$ cat src/rtl/data_mem_responder.sv
// Word-addressed data memory behind a request/ready handshake with configurable wait states.
// Rejects misaligned and out-of-range addresses with an error response instead of accessing storage.
module data_mem_responder #(
  parameter int DEPTH       = 64,
  parameter int WAIT_CYCLES = 2
) (
  input  logic        CLK,
  input  logic        rst,
  input  logic        MemReq,
  input  logic        MemWrite,
  input  logic [31:0] Addr,
  input  logic [31:0] WriteData,
  output logic [31:0] ReadData,
  output logic        MemReady,
  output logic        MemErr,
  output logic        Busy
);

  typedef enum logic [1:0] {IDLE, WAIT, DONE} state_e;

  localparam int          AW      = (DEPTH > 1) ? $clog2(DEPTH) : 1;
  localparam logic [29:0] DEPTH_W = 30'(DEPTH);
  localparam logic [3:0]  WAIT_W  = 4'(WAIT_CYCLES);

  logic [31:0]   mem_q [DEPTH];
  state_e        state_q;
  logic [3:0]    cnt_q;
  logic [AW-1:0] idx_q;
  logic [31:0]   wdata_q;
  logic          we_q;
  logic [31:0]   rdata_q;
  logic          ready_q;
  logic          err_q;
  logic          busy_q;

  logic          req_err;
  logic [AW-1:0] req_idx;
  logic          acc_go;
  logic          acc_we;
  logic [AW-1:0] acc_idx;
  logic [31:0]   acc_wdata;

  // The full word index is range-checked, so high addresses are rejected rather than aliased.
  assign req_err = (Addr[1:0] != 2'b00) || (Addr[31:2] >= DEPTH_W);
  assign req_idx = Addr[AW+1:2];

  // Access strobe: straight from the inputs on a zero-wait accept, else from the captured request.
  always_comb begin
    // NOTE: every always_comb output gets a default first so no path infers a latch.
    acc_go    = 1'b0;
    acc_we    = we_q;
    acc_idx   = idx_q;
    acc_wdata = wdata_q;
    case (state_q)
      IDLE: begin
        if (MemReq && !req_err && (WAIT_CYCLES == 0)) begin
          acc_go    = 1'b1;
          acc_we    = MemWrite;
          acc_idx   = req_idx;
          acc_wdata = WriteData;
        end
      end
      WAIT:    acc_go = (cnt_q == 4'd0);
      default: acc_go = 1'b0;
    endcase
  end

  // NOTE: storage has no reset; gating with rst keeps an aborted store from landing.
  always_ff @(posedge CLK) begin
    if (rst && acc_go && acc_we) begin
      mem_q[acc_idx] <= acc_wdata;
    end
  end

  always_ff @(posedge CLK or negedge rst) begin
    if (!rst) begin
      state_q <= IDLE;
      cnt_q   <= 4'd0;
      idx_q   <= '0;
      wdata_q <= 32'd0;
      we_q    <= 1'b0;
      rdata_q <= 32'd0;
      ready_q <= 1'b0;
      err_q   <= 1'b0;
      busy_q  <= 1'b0;
    end else begin
      // NOTE: sequential state uses non-blocking assignments so every register samples pre-edge values.
      ready_q <= 1'b0;
      err_q   <= 1'b0;
      if (acc_go && !acc_we) begin
        rdata_q <= mem_q[acc_idx];
      end
      case (state_q)
        IDLE: begin
          if (MemReq) begin
            busy_q  <= 1'b1;
            idx_q   <= req_idx;
            wdata_q <= WriteData;
            we_q    <= MemWrite;
            if (req_err) begin
              state_q <= DONE;
              ready_q <= 1'b1;
              err_q   <= 1'b1;
              rdata_q <= 32'd0;
            end else if (WAIT_CYCLES == 0) begin
              state_q <= DONE;
              ready_q <= 1'b1;
            end else begin
              state_q <= WAIT;
              cnt_q   <= WAIT_W - 4'd1;
            end
          end
        end
        WAIT: begin
          if (cnt_q == 4'd0) begin
            state_q <= DONE;
            ready_q <= 1'b1;
          end else begin
            cnt_q <= cnt_q - 4'd1;
          end
        end
        default: begin
          state_q <= IDLE;
          busy_q  <= 1'b0;
        end
      endcase
    end
  end

  assign ReadData = rdata_q;
  assign MemReady = ready_q;
  assign MemErr   = err_q;
  assign Busy     = busy_q;

endmodule
$ cat config.mk
export PLATFORM = sky130hd
export DESIGN_NAME = data_mem_responder
export DESIGN_NICKNAME = d
export VERILOG_FILES = /design/src/rtl/data_mem_responder.sv
export SDC_FILE = /design/constraint.sdc
export NUM_CORES = 2
export LEC_CHECK = 0
export ABC_AREA = 0
export BUFFER_PORTS_ARGS = -buffer_cell sky130_fd_sc_hd__buf_2
export CORE_ASPECT_RATIO = 0.6
export CORE_MARGIN = 2
export CORE_UTILIZATION = 50
export DETAILED_ROUTE_END_ITERATION = 10
export GPL_TIMING_DRIVEN = 0
export PLACE_DENSITY_LB_ADDON = 0.1
export RECOVER_POWER = 25
export REMOVE_ABC_BUFFERS = 1
export SLEW_MARGIN = 0
export SYNTH_ARGS = -nofsm -noshare
export SYNTH_HDL_FRONTEND = slang
export SYNTH_SLANG_ARGS = --single-unit
export TNS_END_PERCENT = 1
$ cat constraint.sdc
create_clock -name CLK -period 3.4 [get_ports CLK]
set_clock_uncertainty 0.05 [all_clocks]
set_input_delay 0.68 -clock CLK [delete_from_list [all_inputs] [get_ports CLK]]
set_output_delay 0.68 -clock CLK [all_outputs]
set_load 0.01 [all_outputs]
# Word-level counts from Yosys, hierarchy flattened
# Memory sizes are Yosys's and may differ from the RTL's.
# Index checks and enable logic that the tools add are counted.
[totals] ff_bits=80 latch_bits=0 ram_bits=2048 rom_bits=0 in_bits=68 out_inout_bits=35 word_cells=53 n_memories=1
[op_classes] add_sub_neg=1 mul=0 div_mod_pow=0 n_lt_le_gt_ge=1 n_eq_ne=5 shift=0 n_mux=22 n_bitwise=1 reduce_logical=13
[memory_table] name="mem_q" depth=64 width=32 read_ports=1 rd_ports_with_merged_regs=0 wr=1 line="25" text="logic [31:0] mem_q [DEPTH];"
[ops] operator="two-way mux 32 bit" count=4
[ops] operator=">= comparator 30 x 7 -> 1 bit, second input constant" count=1
[ops] operator="two-way mux 4 bit" count=3
[ops] operator="two-way mux 1 bit" count=8
[ops] operator="inequality test 2 bit, second input constant" count=4
[ops] operator="case mux 4 bit (2 select lines)" count=1
[ops] operator="two-way mux 2 bit" count=3
[ops] operator="AND reduction 2 bit" count=3
[ops] operator="zero test 4 bit" count=1
[ops] operator="case mux 1 bit (2 select lines)" count=2
[ops] operator="case mux 2 bit (2 select lines)" count=1
[ops] operator="AND reduction 4 bit" count=1
[ops] operator="nonzero test 2 bit" count=2
[ops] operator="subtractor 4 x 1 -> 4 bit, second input constant" count=1
[ops] operator="logical AND 1 bit" count=3
[ops] operator="equality test 2 x 1 -> 1 bit, second input constant" count=1
[ops] operator="zero test 2 bit" count=1
[ops] operator="zero test 1 bit" count=1
[ops] operator="logical OR 1 bit" count=1
[ops] operator="inverter 1 bit" count=1

# Depth between registers and ports, before layout
[logic_depth] ltp_word=7 ltp_mapped=11 ltp_nobuf=8

# Least setup slack after synthesis
# Ideal clock, no wire load.
[synth_path] path_type="register to register" start="register cnt_q[0]" end="memory mem_q[10][0], enable pin" setup_ps=421 t_arrival_ps=3251 required_ps=2929 path_slack_ps=-322 stages_incl_launch_ff=8 n_path_buf=1 period_less_slack_ps=3722 path_cell_list="dfrtp_1 -> inv_1 -> ha_1 -> or3b_1 -> buf_2 -> nor3_1 -> nand2_1 -> nor2_1"
[synth_via] elab_chain_cells=6
[synth_rtl] item="from (decl)" line="27" text="logic [3:0] cnt_q;"
[synth_rtl] item="from (signal assigned)" line="110" text="cnt_q <= WAIT_W - 4'd1;"
[synth_rtl] item="from (signal assigned)" line="119" text="cnt_q <= cnt_q - 4'd1;"
[synth_rtl] item="zero test 4 bit" line="63" text="WAIT: acc_go = (cnt_q == 4'd0);"
[synth_rtl] item="two-way mux 1 bit" line="54" text="case (state_q)"
[synth_rtl] item="logical AND 1 bit (2 in series)" line="70" text="if (rst && acc_go && acc_we) begin"
[synth_rtl] item="two-way mux 1 bit" line="70"
[synth_rtl] item="two-way mux 1 bit (implied by the code)" line="71" text="mem_q[acc_idx] <= acc_wdata;"
[synth_rtl] item="to (decl)" line="25"
# Every way passes these cells.

# Worst setup path after layout
[layout_path] start="register idx_q[2] (netlist: acc_idx[2])" end="register rdata_q[17] (netlist: ReadData[17])"
[layout_via] elab_chain_cells=5
[layout_rtl] item="from (decl)" line="28" text="logic [AW-1:0] idx_q;"
[layout_rtl] item="from (signal assigned)" line="97" text="idx_q <= req_idx;"
[layout_rtl] item="memory (64 x 32 bit) (*)"
[layout_rtl] item="two-way mux 32 bit (*)" line="90" text="if (acc_go && !acc_we) begin"
[layout_rtl] item="two-way mux 32 bit" line="100" text="if (req_err) begin"
[layout_rtl] item="two-way mux 32 bit" line="95" text="if (MemReq) begin"
[layout_rtl] item="two-way mux 32 bit (*)" line="93" text="case (state_q)"
[layout_rtl] item="to (signal assigned)" line="91" text="rdata_q <= mem_q[acc_idx];"
[layout_rtl] item="to (decl)" line="31" text="logic [31:0] rdata_q;"
# Mark *: on every way between the ends. The rest lies on a longest branch, timed or not.
# A chain may end at the register's enable or synchronous reset.

==> metrics <==
cell family with most CP delay=compound AO/OA/AOI/OAI gates; GRT Total Usage=0.3345; Compound-Gate Fraction of Synth Area=0.08342; reg2reg setup slack=-0.36 ns; Post-Syn Instances=4427; Slew @ Worst Pin=2.644 ns; clock-pin slew on the worst setup and hold paths=0.07 ns; status=finished, violations left; RSZ-0062 raised after global routing=yes; worst hold endpoint=acc_idx[0]; final hold violation count=0; simple-gate area share of the yosys netlist=0.02678; Setup crit start=acc_idx[2]; H-tree depth=4; R2R depth=12; Tcrit/Tclk final=1.106; Max Freq=266.0 MHz; VDD IR max=0.0004706 V; layout cell share with drive strength beyond 1=0.2581; cell accounting for the most synthesized area=edfxtp_1; pre-CTS setup slack=-2.548 ns; asr flop ratio synth=0.03759; Area contributors post-synth=edfxtp_1, mux4_2, mux2i_1; yosys warns=0; max cap viols=5; Final nets=4936; max_slew headroom=-0.7629; synthesized area per cell=18.49 µm²; residual DRC count=0; vias in the first global route=44720; HP Start=Addr[2]; CP Max Fanout=23; CP Cell Sequence=buf_16, buf_16, buf_16, nor2b_4, buf_12, buf_12, buf_12, a221oi_2, nor2_1, a221o_1, a22oi_2, a31oi_1; std cell rows=114; wirelength, routed=294400 µm; worst flop-to-flop path endpoint=ReadData[17]; xor and xnor area share after synthesis=0.0002140; Distinct cells, synth=74; gpl congestion=0.8225; final-report max-slew violation count=242; Net Sw Power=15.68 mW; combinational share of power=0.136; Vias/cell=6.901; hpwl dp=169700 µm; Avg WL per Cell=41.04 µm; post-synth top area share=0.7514; Max clock buf depth=4; Hold Path Class=input pin to flop; Clk Latency, worst-skew pair=0.86 ns; PnR worst setup slack=-0.3597 ns; critical path's largest stage delay=0.79 ns; Fillers=11550; CTS tree=built; IO Count=103; sequential share of power=0.499; Core ar.=161800 µm²; CP Buf/Inv Count=6; worst setup path category=flop to flop; initial core utilization=0.5060; largest family of logic cells by synthesized area=multiplexers; final setup vio count=409; failing checks=capacitance limit, slew limit, setup timing; Post-synth EDFFs=2048; die area=167100 µm²; mux contribution to synthesized area=0.09360; area grow syn2layout=19.60%; first-pass GRT wire length=383300 µm; sequential fraction of the synthesis area=0.7758; Period minus WS final=3.760 ns; WP data arrival=4.40 ns; pin count of the biggest net entering global routing=83; grt ovf=0; via count=49510; die height=317.4 µm; PortBufs=102; Die W=526.3 µm; Root Buffer=clkbuf_16; Adder-Cell Fraction of Synth Area=0.0001529; Post-DRT Antenna Nets=0; CP startpoint kind=flop; initial antenna violation count=21; drt pass-1 iters=7; crit path max-delay cell type=a22oi_2; hold slack=0.03034 ns; Static Leak=31.92 nW; Sink Count=2128; Most used DFF post-synth=edfxtp_1; critical path required time=4.04 ns; pwr/cell area=614.0 nW/µm²; crit end category=flop; worst hold path depth=3; internal cell power=44.43 mW; clock power share=0.365; switching part of the total power=0.2609; DRT iter0 DRCs=8781; synthesized flop and latch total=2128; Num CTS Buffers=196; reg2reg start=acc_idx[2]; Mapped Area=81850 µm²
-- cell usage in the layout (no fill, tap or decap), drive strengths merged, types with 7 or more instances in the layout --
cell type / netlist / routed
mux2i: 213 / 213
clkinvlp: 0 / 8
a22oi: 156 / 156
a22o: 37 / 37
o221ai: 15 / 15
dlygate4sd3: 0 / 36
mux2: 169 / 169
nor2: 160 / 160
o2bb2ai: 23 / 23
nand2: 219 / 219
inv: 8 / 11
dfrtp: 80 / 80
diode: 0 / 7
edfxtp: 2048 / 2048
bufinv: 0 / 13
a31oi: 42 / 42
a21oi: 124 / 124
o22a: 9 / 9
nand3: 18 / 18
buf: 215 / 463
nor4: 11 / 11
a221o: 41 / 41
nor2b: 7 / 7
nor3: 21 / 21
and3: 13 / 13
clkinv: 0 / 70
a221oi: 189 / 189
and2: 7 / 8
o22ai: 81 / 81
a222oi: 10 / 10
o21ai: 136 / 136
a211oi: 21 / 21
clkbuf: 90 / 301
a32oi: 7 / 7
o211ai: 10 / 10
mux4: 161 / 161
-- routing by layer --
metal,wire length [µm],part of all wire,GRT usage,vias to the layer above
met3,42990,0.15,0.09795,560
met4,11180,0.038,0.1054,8
li1,-,-,-,19170
met5,53,0.00018,0,-
met1,115700,0.39,0.4990,26030
met2,124500,0.42,0.4747,3741
-- through the flow --
step / cell area [µm²] / std cells / TNS (ns) / util / total power [mW]
floorplan: 80240 / 4122 / - / - / 34.97
global placement: 83440 / 6370 / - / 0.5158 / 37.74
detailed placement: 88400 / 6564 / -3111.93 / 0.5465 / 37.48
CTS: 96490 / 7047 / -247.41 / 0.5965 / 59.17
global route: 97880 / 7169 / -23.10 / 0.6051 / 61.33
finish: 97890 / 7174 / -41.84 / 0.6052 / 60.11
-- power by group through the flow --
stage | Combinational (mW) | Sequential, mW | Clock (mW)
global placement | 5.72 | 32.0 | 0
CTS | 7.26 | 30.0 | 21.9
finish | 8.19 | 30.0 | 21.9
floorplan | 3.94 | 31.0 | 0
global route | 8.33 | 30.0 | 23.0
detailed placement | 6.84 | 30.6 | 0
-- worst min-delay path: cells and delay by family --
family,cells,cell delay (ns)
AOI/OAI and AO/OA,1,0.08
buffers and inverters,1,0.07
and+or+nand+nor,1,0.04
-- repair_timing --
| action | CTS | global route |
|---|---|---|
| setup endpoints to repair | 2080 | 1571 |
| hold buffers | 37 | 0 |
| endpoints found under the hold margin | 56 | 0 |
| cloned | 4 | 30 |
| buffers inserted | 90 | 90 |
| gates resized for setup | 67 | 50 |
| pin swaps | 57 | 16 |
-- logic make-up after synthesis --
| logic type | count (synthesis) |
|---|---|
| compound gates | 943 |
| xor+xnor | 2 |
| fa+ha+maj | 1 |
| buf+inv | 313 |
| flops | 2128 |
| mux | 543 |
| simple gates | 497 |
-- worst max path at each step --
stage | end | slack [ns] | cells past startpoint
global placement | ReadData[21] | -60.32 | 6
global route | ReadData[17] | -0.35 | 12
CTS | ReadData[22] | -0.50 | 12
floorplan | mem_q[14][0] | -16.94 | 4
finish | ReadData[17] | -0.36 | 12
detailed placement | mem_q[43][0] | -2.55 | 8
-- state kept, by name, summed over array words and instances, names as in the netlist --
signal,cells
ReadData,32
MemReady,1
acc_we,1
acc_idx,6
Busy,1
cnt_q,4
mem_q,2048
acc_wdata,32
MemErr,1
state_q,2
-- final cells by class --
| class | instances | area [µm²] | share of cell area |
|---|---|---|---|
| antenna | 7 | 17.52 | 0.0001789 |
| clock buffer | 260 | 5390 | 0.05506 |
| clock inverter | 92 | 784.5 | 0.008014 |
| inverter | 8 | 80.08 | 0.0008180 |
| multi-input combinational | 1987 | 17830 | 0.1821 |
| sequential | 2128 | 63530 | 0.6490 |
| tap | 2146 | 2685 | 0.02743 |
| timing repair buffer | 544 | 7553 | 0.07716 |
| timing repair inverter | 2 | 22.52 | 0.0002301 |
-- cell usage after synthesis, types with 5 or more instances --
| master | n |
|---|---|
| mux2i_1 | 213 |
| a21oi_1 | 124 |
| nand3_1 | 18 |
| a221o_1 | 41 |
| inv_1 | 7 |
| nand2_1 | 219 |
| o2bb2ai_1 | 23 |
| buf_4 | 49 |
| or2_2 | 5 |
| a22oi_1 | 156 |
| nor2b_1 | 7 |
| nor2_1 | 159 |
| nand2b_1 | 5 |
| a2111oi_0 | 5 |
| and3_1 | 13 |
| dfrtp_1 | 80 |
| o211ai_1 | 10 |
| clkbuf_1 | 90 |
| a32oi_1 | 7 |
| a222oi_1 | 10 |
| o21ai_0 | 135 |
| a211oi_1 | 21 |
| a31oi_1 | 42 |
| buf_6 | 16 |
| nor3_1 | 19 |
| a22o_1 | 37 |
| mux4_2 | 161 |
| buf_2 | 127 |
| buf_1 | 23 |
| edfxtp_1 | 2048 |
| o221ai_1 | 15 |
| o22ai_1 | 81 |
| a2bb2oi_1 | 6 |
| mux2_2 | 169 |
| o22a_1 | 9 |
| nor4_1 | 11 |
| a221oi_1 | 189 |
| and2_1 | 7 |
Note: power is estimated with default switching activity, not from simulation.
